## config.mk

```make
export PLATFORM = sky130hd
export DESIGN_NAME = abus_rr_ctrl
export DESIGN_NICKNAME = d
export VERILOG_FILES = /design/src/rtl/abus_rr_ctrl.sv
export SDC_FILE = /design/constraint.sdc
export NUM_CORES = 1
export LEC_CHECK = 0
export ABC_AREA = 1
export CAP_MARGIN = 15
export CORE_UTILIZATION = 58
export CTS_BUF_LIST = sky130_fd_sc_hd__clkbuf_8
export CTS_CLUSTER_SIZE = 12
export DETAILED_ROUTE_END_ITERATION = 8
export PLACE_DENSITY = 0.85
export SKIP_CTS_REPAIR_TIMING = 1
export SLEW_MARGIN = 20
export SYNTH_ARGS = -nofsm -noshare
export SYNTH_HDL_FRONTEND = slang
export SYNTH_SLANG_ARGS = --single-unit
```

## constraint.sdc

```tcl
create_clock -name clk -period 3.9 [get_ports clk]
set_input_delay 1.17 -clock clk [delete_from_list [all_inputs] [get_ports clk]]
set_output_delay 1.17 -clock clk [all_outputs]
set_load 0.005 [all_outputs]
```

## src/rtl/abus_rr_ctrl.sv

```systemverilog
// Registered round-robin bus arbitration controller with bounded ownership and a one-cycle
// turnaround. Define ABUS_RR_LOCK_EN to let the owner's lock input suppress forced release.
module abus_rr_ctrl #(
  parameter int unsigned N        = 8,
  parameter int unsigned MAX_HOLD = 4
) (
  input  logic                 clk,
  input  logic                 rst,
  input  logic [N-1:0]         req,
  input  logic                 lock,
  output logic [N-1:0]         grant,
  output logic                 grant_valid,
  output logic [$clog2(N)-1:0] grant_idx,
  output logic                 preempt
);

  localparam int unsigned IdxW  = $clog2(N);
  localparam int unsigned HoldW = (MAX_HOLD == 0) ? 1 : $clog2(MAX_HOLD + 1);
  localparam logic [HoldW-1:0] HoldMax = HoldW'(MAX_HOLD);
  localparam logic [IdxW-1:0]  LastIdx = IdxW'(N - 1);

  typedef enum logic [1:0] {StIdle, StOwn, StGap} state_e;

  state_e           state_q, state_d;
  logic [N-1:0]     grant_q, grant_d;
  logic             valid_q, valid_d;
  logic [IdxW-1:0]  idx_q, idx_d;
  logic [IdxW-1:0]  ptr_q, ptr_d;
  logic [HoldW-1:0] hold_q, hold_d;
  logic             preempt_q, preempt_d;

  logic             lock_hold;
  logic             owner_req;
  logic             others;
  logic             at_limit;
  logic             win_found;
  logic [IdxW-1:0]  win_idx;

`ifdef ABUS_RR_LOCK_EN
  assign lock_hold = lock;
`else
  logic unused_lock;
  assign unused_lock = lock;
  assign lock_hold   = 1'b0;
`endif

  // Circular priority search starting at ptr_q.
  always_comb begin
    int unsigned     j;
    logic [IdxW-1:0] cand;
    win_found = 1'b0;
    win_idx   = '0;
    j         = 0;
    cand      = '0;
    for (int unsigned i = 0; i < N; i++) begin
      j = 32'(ptr_q) + i;
      if (j >= N) j = j - N;
      cand = IdxW'(j);
      if (!win_found && req[cand]) begin
        win_found = 1'b1;
        win_idx   = cand;
      end
    end
  end

  assign owner_req = req[idx_q];
  assign others    = |(req & ~grant_q);
  assign at_limit  = (MAX_HOLD != 0) && (hold_q == HoldMax);

  always_comb begin
    state_d   = state_q;
    grant_d   = grant_q;
    idx_d     = idx_q;
    ptr_d     = ptr_q;
    hold_d    = hold_q;
    preempt_d = 1'b0;
    unique case (state_q)
      StIdle, StGap: begin
        if (win_found) begin
          state_d = StOwn;
          grant_d = N'(1) << win_idx;
          idx_d   = win_idx;
          hold_d  = HoldW'(1);
        end else begin
          state_d = StIdle;
        end
      end
      StOwn: begin
        if (!owner_req || (at_limit && others && !lock_hold)) begin
          state_d   = StGap;
          grant_d   = '0;
          ptr_d     = (idx_q == LastIdx) ? '0 : idx_q + 1'b1;
          // Still requesting at release time means the release was forced.
          preempt_d = owner_req;
        end else if (MAX_HOLD != 0 && hold_q != HoldMax) begin
          hold_d = hold_q + 1'b1;
        end
      end
      default: state_d = StIdle;
    endcase
    valid_d = |grant_d;
  end

  always_ff @(posedge clk) begin
    if (rst) begin
      state_q   <= StIdle;
      grant_q   <= '0;
      valid_q   <= 1'b0;
      idx_q     <= '0;
      ptr_q     <= '0;
      hold_q    <= '0;
      preempt_q <= 1'b0;
    end else begin
      state_q   <= state_d;
      grant_q   <= grant_d;
      valid_q   <= valid_d;
      idx_q     <= idx_d;
      ptr_q     <= ptr_d;
      hold_q    <= hold_d;
      preempt_q <= preempt_d;
    end
  end

  assign grant       = grant_q;
  assign grant_valid = valid_q;
  assign grant_idx   = idx_q;
  assign preempt     = preempt_q;

endmodule

```

==> results.md, run 1 <==
- Outcome: complete, no violations
- Total length of routed wires: a little over 5 mm
- Nets@finish: 350
- Fraction of registers with async set/reset: 0%
- Unrepaired setup endpoints after global routing: no
- Crit-path leading delay family: simple AND/OR/NAND/NOR gates
- Crit share post-route: approximately 90%
- Area leader, netlist: dfxtp_1
- Sequential area share after synthesis: between 20 and 25%
- Slew HR: 72.4%
- Vias per std cell: 5.59
- Clock tree buffer depth: 2
- Fin Hold WS: just under 0.5 ns
- Yosys top cell area share: ~22%
- IO Port Bufs: 22
- DRT iter0 DRCs: between 200 and 250
- CP Launch Type: input pin
- Setup Total Neg Slack: 0 ns
- Antenna cells: 0
- GPL Wtd Cong: between 0.8 and 0.9
- #FFs+latches synth: 21
- Vias in the first global route: approximately 1900
- Syn_area_per_cell: 6.21 um2
- Drt first pass iters: 5
- Reg2reg setup slack: between 0.8 and 0.9 ns
- Clock-pin slew on the worst setup and hold paths: about 0.080 ns
- Cells after Synth: a little over 300
- Worst skew pair latency: 0.26 ns
- Sequential cell area: around 420 um2
- Buf/Inv on CP: 3
- Max Freq: ~290 MHz
- Final Max Slew Viols: 0
- Initial antenna violation count: 0
- Crit path kind: input pin to flip-flop
- PD cells: approximately 880 mW/mm2
- Avg WL per Cell: around 13 um
- Residual DRC: 0
- DIE HEIGHT: 59.4 um
- Syn. warnings: 0
- CTS tree: built
- Hpwl dp: around 3.8 mm
- Die ar.: approximately 0.0035 mm2
- Share of cells above drive strength 1: between 10% and 20%
- IO Count: 24
- CTS Sinks: 21
- Final min period: 3.48 ns
- Root buf cell: clkbuf_8
- Fillers: between 200 and 300
- Antenna viol nets, final: 0
- CP max stage delay: roughly 0.54 ns
- First-pass GRT wire length: roughly 8.5 mm
- Most used DFF post-synth: dfxtp_1
- Synth cell types: 39
- Core area: 0.00310 mm2
- Final Hold Fails: 0
- CP endpoint kind: flip-flop
- Area of the mapped netlist: between 0.0015 and 0.002 mm2
- Initial Util: around 60%
- DR vias: 2103
- Grt ovf: 0
- Max-Cap Viols: 0
- Die width: around 59 um
- GRT Total Usage: 31.1%
- Worst Hold Class: flip-flop to flip-flop
- Area contributors post-synth: dfxtp_1 (22%), nand2_1 (16%), nand3_1 (12%), inv_1 (7.3%), nor2_1 (5.3%)
- Worst-Margin Slew: about 0.41 ns
- Largest net degree at the start of global routing: 15
- # rows: 20
- Cell breakdown of the critical path: clkdlybuf4s50_1 -> nand2_1 -> nand3_1 -> nand3_1 -> nand2_2 -> nor2_8 -> nand4_4 -> nor2_8 -> nand3b_4 -> nand2_4 -> inv_4 -> nand3_2 -> inv_2 -> nand2_1 -> nand3_1 -> nor2_1 -> nand2_1 -> nor2_1 -> nor2_1
- Area occupied by multi-input gates: 0.00127 mm2
- CP max stage cell: clkdlybuf4s50_1
- CP Max Fanout: 8
- Crit path arrival time: 3.63 ns
- Final setup fails: 0
- Area delta synth->final: 16.4%
- Post-synth EDFFs: 0
- Leakage: between 1 and 1.5 nW
- Mapped Nets: around 330
- Num CTS Buffers: 3
- H-tree Lvls: 1
- Fin Clk Skew: ~0.004 ns
- Req. time, crit path: 4.05 ns
- Peak supply drop: 0.467 mV
[report_power, final]
group / leakage, nW / total (mW) / switching, mW / internal [mW]
Combinational: 0.917 / 1.47 / 0.963 / 0.504
Sequential: 0.172 / 0.349 / 0.0691 / 0.280
Clock: 0.0255 / 0.146 / 0.0745 / 0.0713
[synth_stat cells, drive strengths merged, types with 3 or more instances]
cell and number:
nand2 86, inv 46, o21ai 15, nand3 52
nand4 8, nor2 31, a21oi 14, nor3 3
o21bai 3, ha 6, buf 4, a31oi 3
dfxtp 21
[through the flow]
stage	total power, mW	cell area (um2)	setup slack (ns)	utilization, %	instances
2_1_floorplan	1.44	1910	1.03	-	308
3_3_place_gp	1.75	2180	0.245	70.2	372
3_5_place_dp	1.78	2180	0.185	70.2	372
4_1_cts	1.94	2230	0.463	71.7	376
5_1_grt	2.16	2230	0.125	71.7	376
6_report	1.96	2230	0.417	71.7	376
[cell families (layout without fill, tap and decap cells)]
kind of cell | after synthesis | after routing | share of synthesized area (%)
adder cells (fa/ha/maj) | 6 | 6 | 3.92
flip-flops | 21 | 21 | 22.0
AO/OA/AOI/OAI | 42 | 42 | 13.4
buffers and inverters | 54 | 78 | 11.6
AND/OR/NAND/NOR | 182 | 182 | 47.4
XOR/XNOR | 3 | 3 | 1.77
[state kept, by name (all words and copies together) (netlist names)]
| signal | flops |
|---|---|
| grant | 8 |
| grant_idx | 3 |
| hold_q | 3 |
| ptr_q | 3 |
| state_q | 2 |
| grant_valid | 1 |
| preempt | 1 |
[worst paths after layout]
path | startpoint | to | depth (start not counted)
hold reg to reg | hold_q[1]$_SDFFE_PP0P_ | hold_q[1]$_SDFFE_PP0P_ | 2
setup reg to reg | ptr_q[1]$_SDFFE_PP0P_ | grant_valid$_SDFF_PP0_ | 21
hold / removal | hold_q[1]$_SDFFE_PP0P_ | hold_q[1]$_SDFFE_PP0P_ | 2
setup / recovery | req[3] | grant_valid$_SDFF_PP0_ | 19
[placed cells by master (no fill, tap or decap), drive strengths merged, types with 2 or more instances in the layout]
| cell | Yosys | final |
|---|---|---|
| xor2 | 2 | 2 |
| nor2 | 31 | 31 |
| nand3 | 52 | 52 |
| nor3 | 3 | 3 |
| o21ai | 15 | 15 |
| nand2 | 86 | 86 |
| clkdlybuf4s50 | 0 | 22 |
| buf | 4 | 4 |
| ha | 6 | 6 |
| a31oi | 3 | 3 |
| nand4 | 8 | 8 |
| o21bai | 3 | 3 |
| a221oi | 2 | 2 |
| inv | 46 | 46 |
| dfxtp | 21 | 21 |
| clkbuf | 2 | 3 |
| a21oi | 14 | 14 |
| clkinv | 2 | 3 |
[tightest hold or removal path: stages (launching register included)]
cell     delay [ns]
dfxtp_1        0.33
nand2_1        0.06
a21oi_1        0.06
[layer usage]
layer,part of all wire (%),global-route usage (%),up-vias
li1,-,-,1068
met1,45,43.9,916
met2,46,48.6,111
met3,8.7,5.02,8
met4,1.0,8.16,0
met5,0,0,-
[area by class of cell]
type | instances | share of cell area (%)
inverter | 48 | 8.21
timing repair buffer | 26 | 11.2
clock inverter | 1 | 0.225
sequential | 21 | 18.9
tap | 44 | 2.47
clock buffer | 3 | 1.85
multi-input combinational | 233 | 57.1
(Power assumes the default switching activity.)
==> inputs of run 2 (changes only) <==
--- a/config.mk
+++ b/config.mk
@@ -6,7 +6,6 @@
 export NUM_CORES = 1
 export LEC_CHECK = 0
 export ABC_AREA = 1
-export CAP_MARGIN = 15
 export CORE_UTILIZATION = 58
 export CTS_BUF_LIST = sky130_fd_sc_hd__clkbuf_8
 export CTS_CLUSTER_SIZE = 12
==> results of run 2 <==
The final DEF is identical to that of run 1; final timing and power are the same.
==> inputs of run 3 (changes only) <==
--- a/config.mk
+++ b/config.mk
@@ -12,6 +12,7 @@
 export DETAILED_ROUTE_END_ITERATION = 8
 export PLACE_DENSITY = 0.85
 export SKIP_CTS_REPAIR_TIMING = 1
+export SKIP_LAST_GASP = 1
 export SLEW_MARGIN = 20
 export SYNTH_ARGS = -nofsm -noshare
 export SYNTH_HDL_FRONTEND = slang
==> results of run 3 <==
The final DEF is identical to that of run 1; final timing and power are the same.
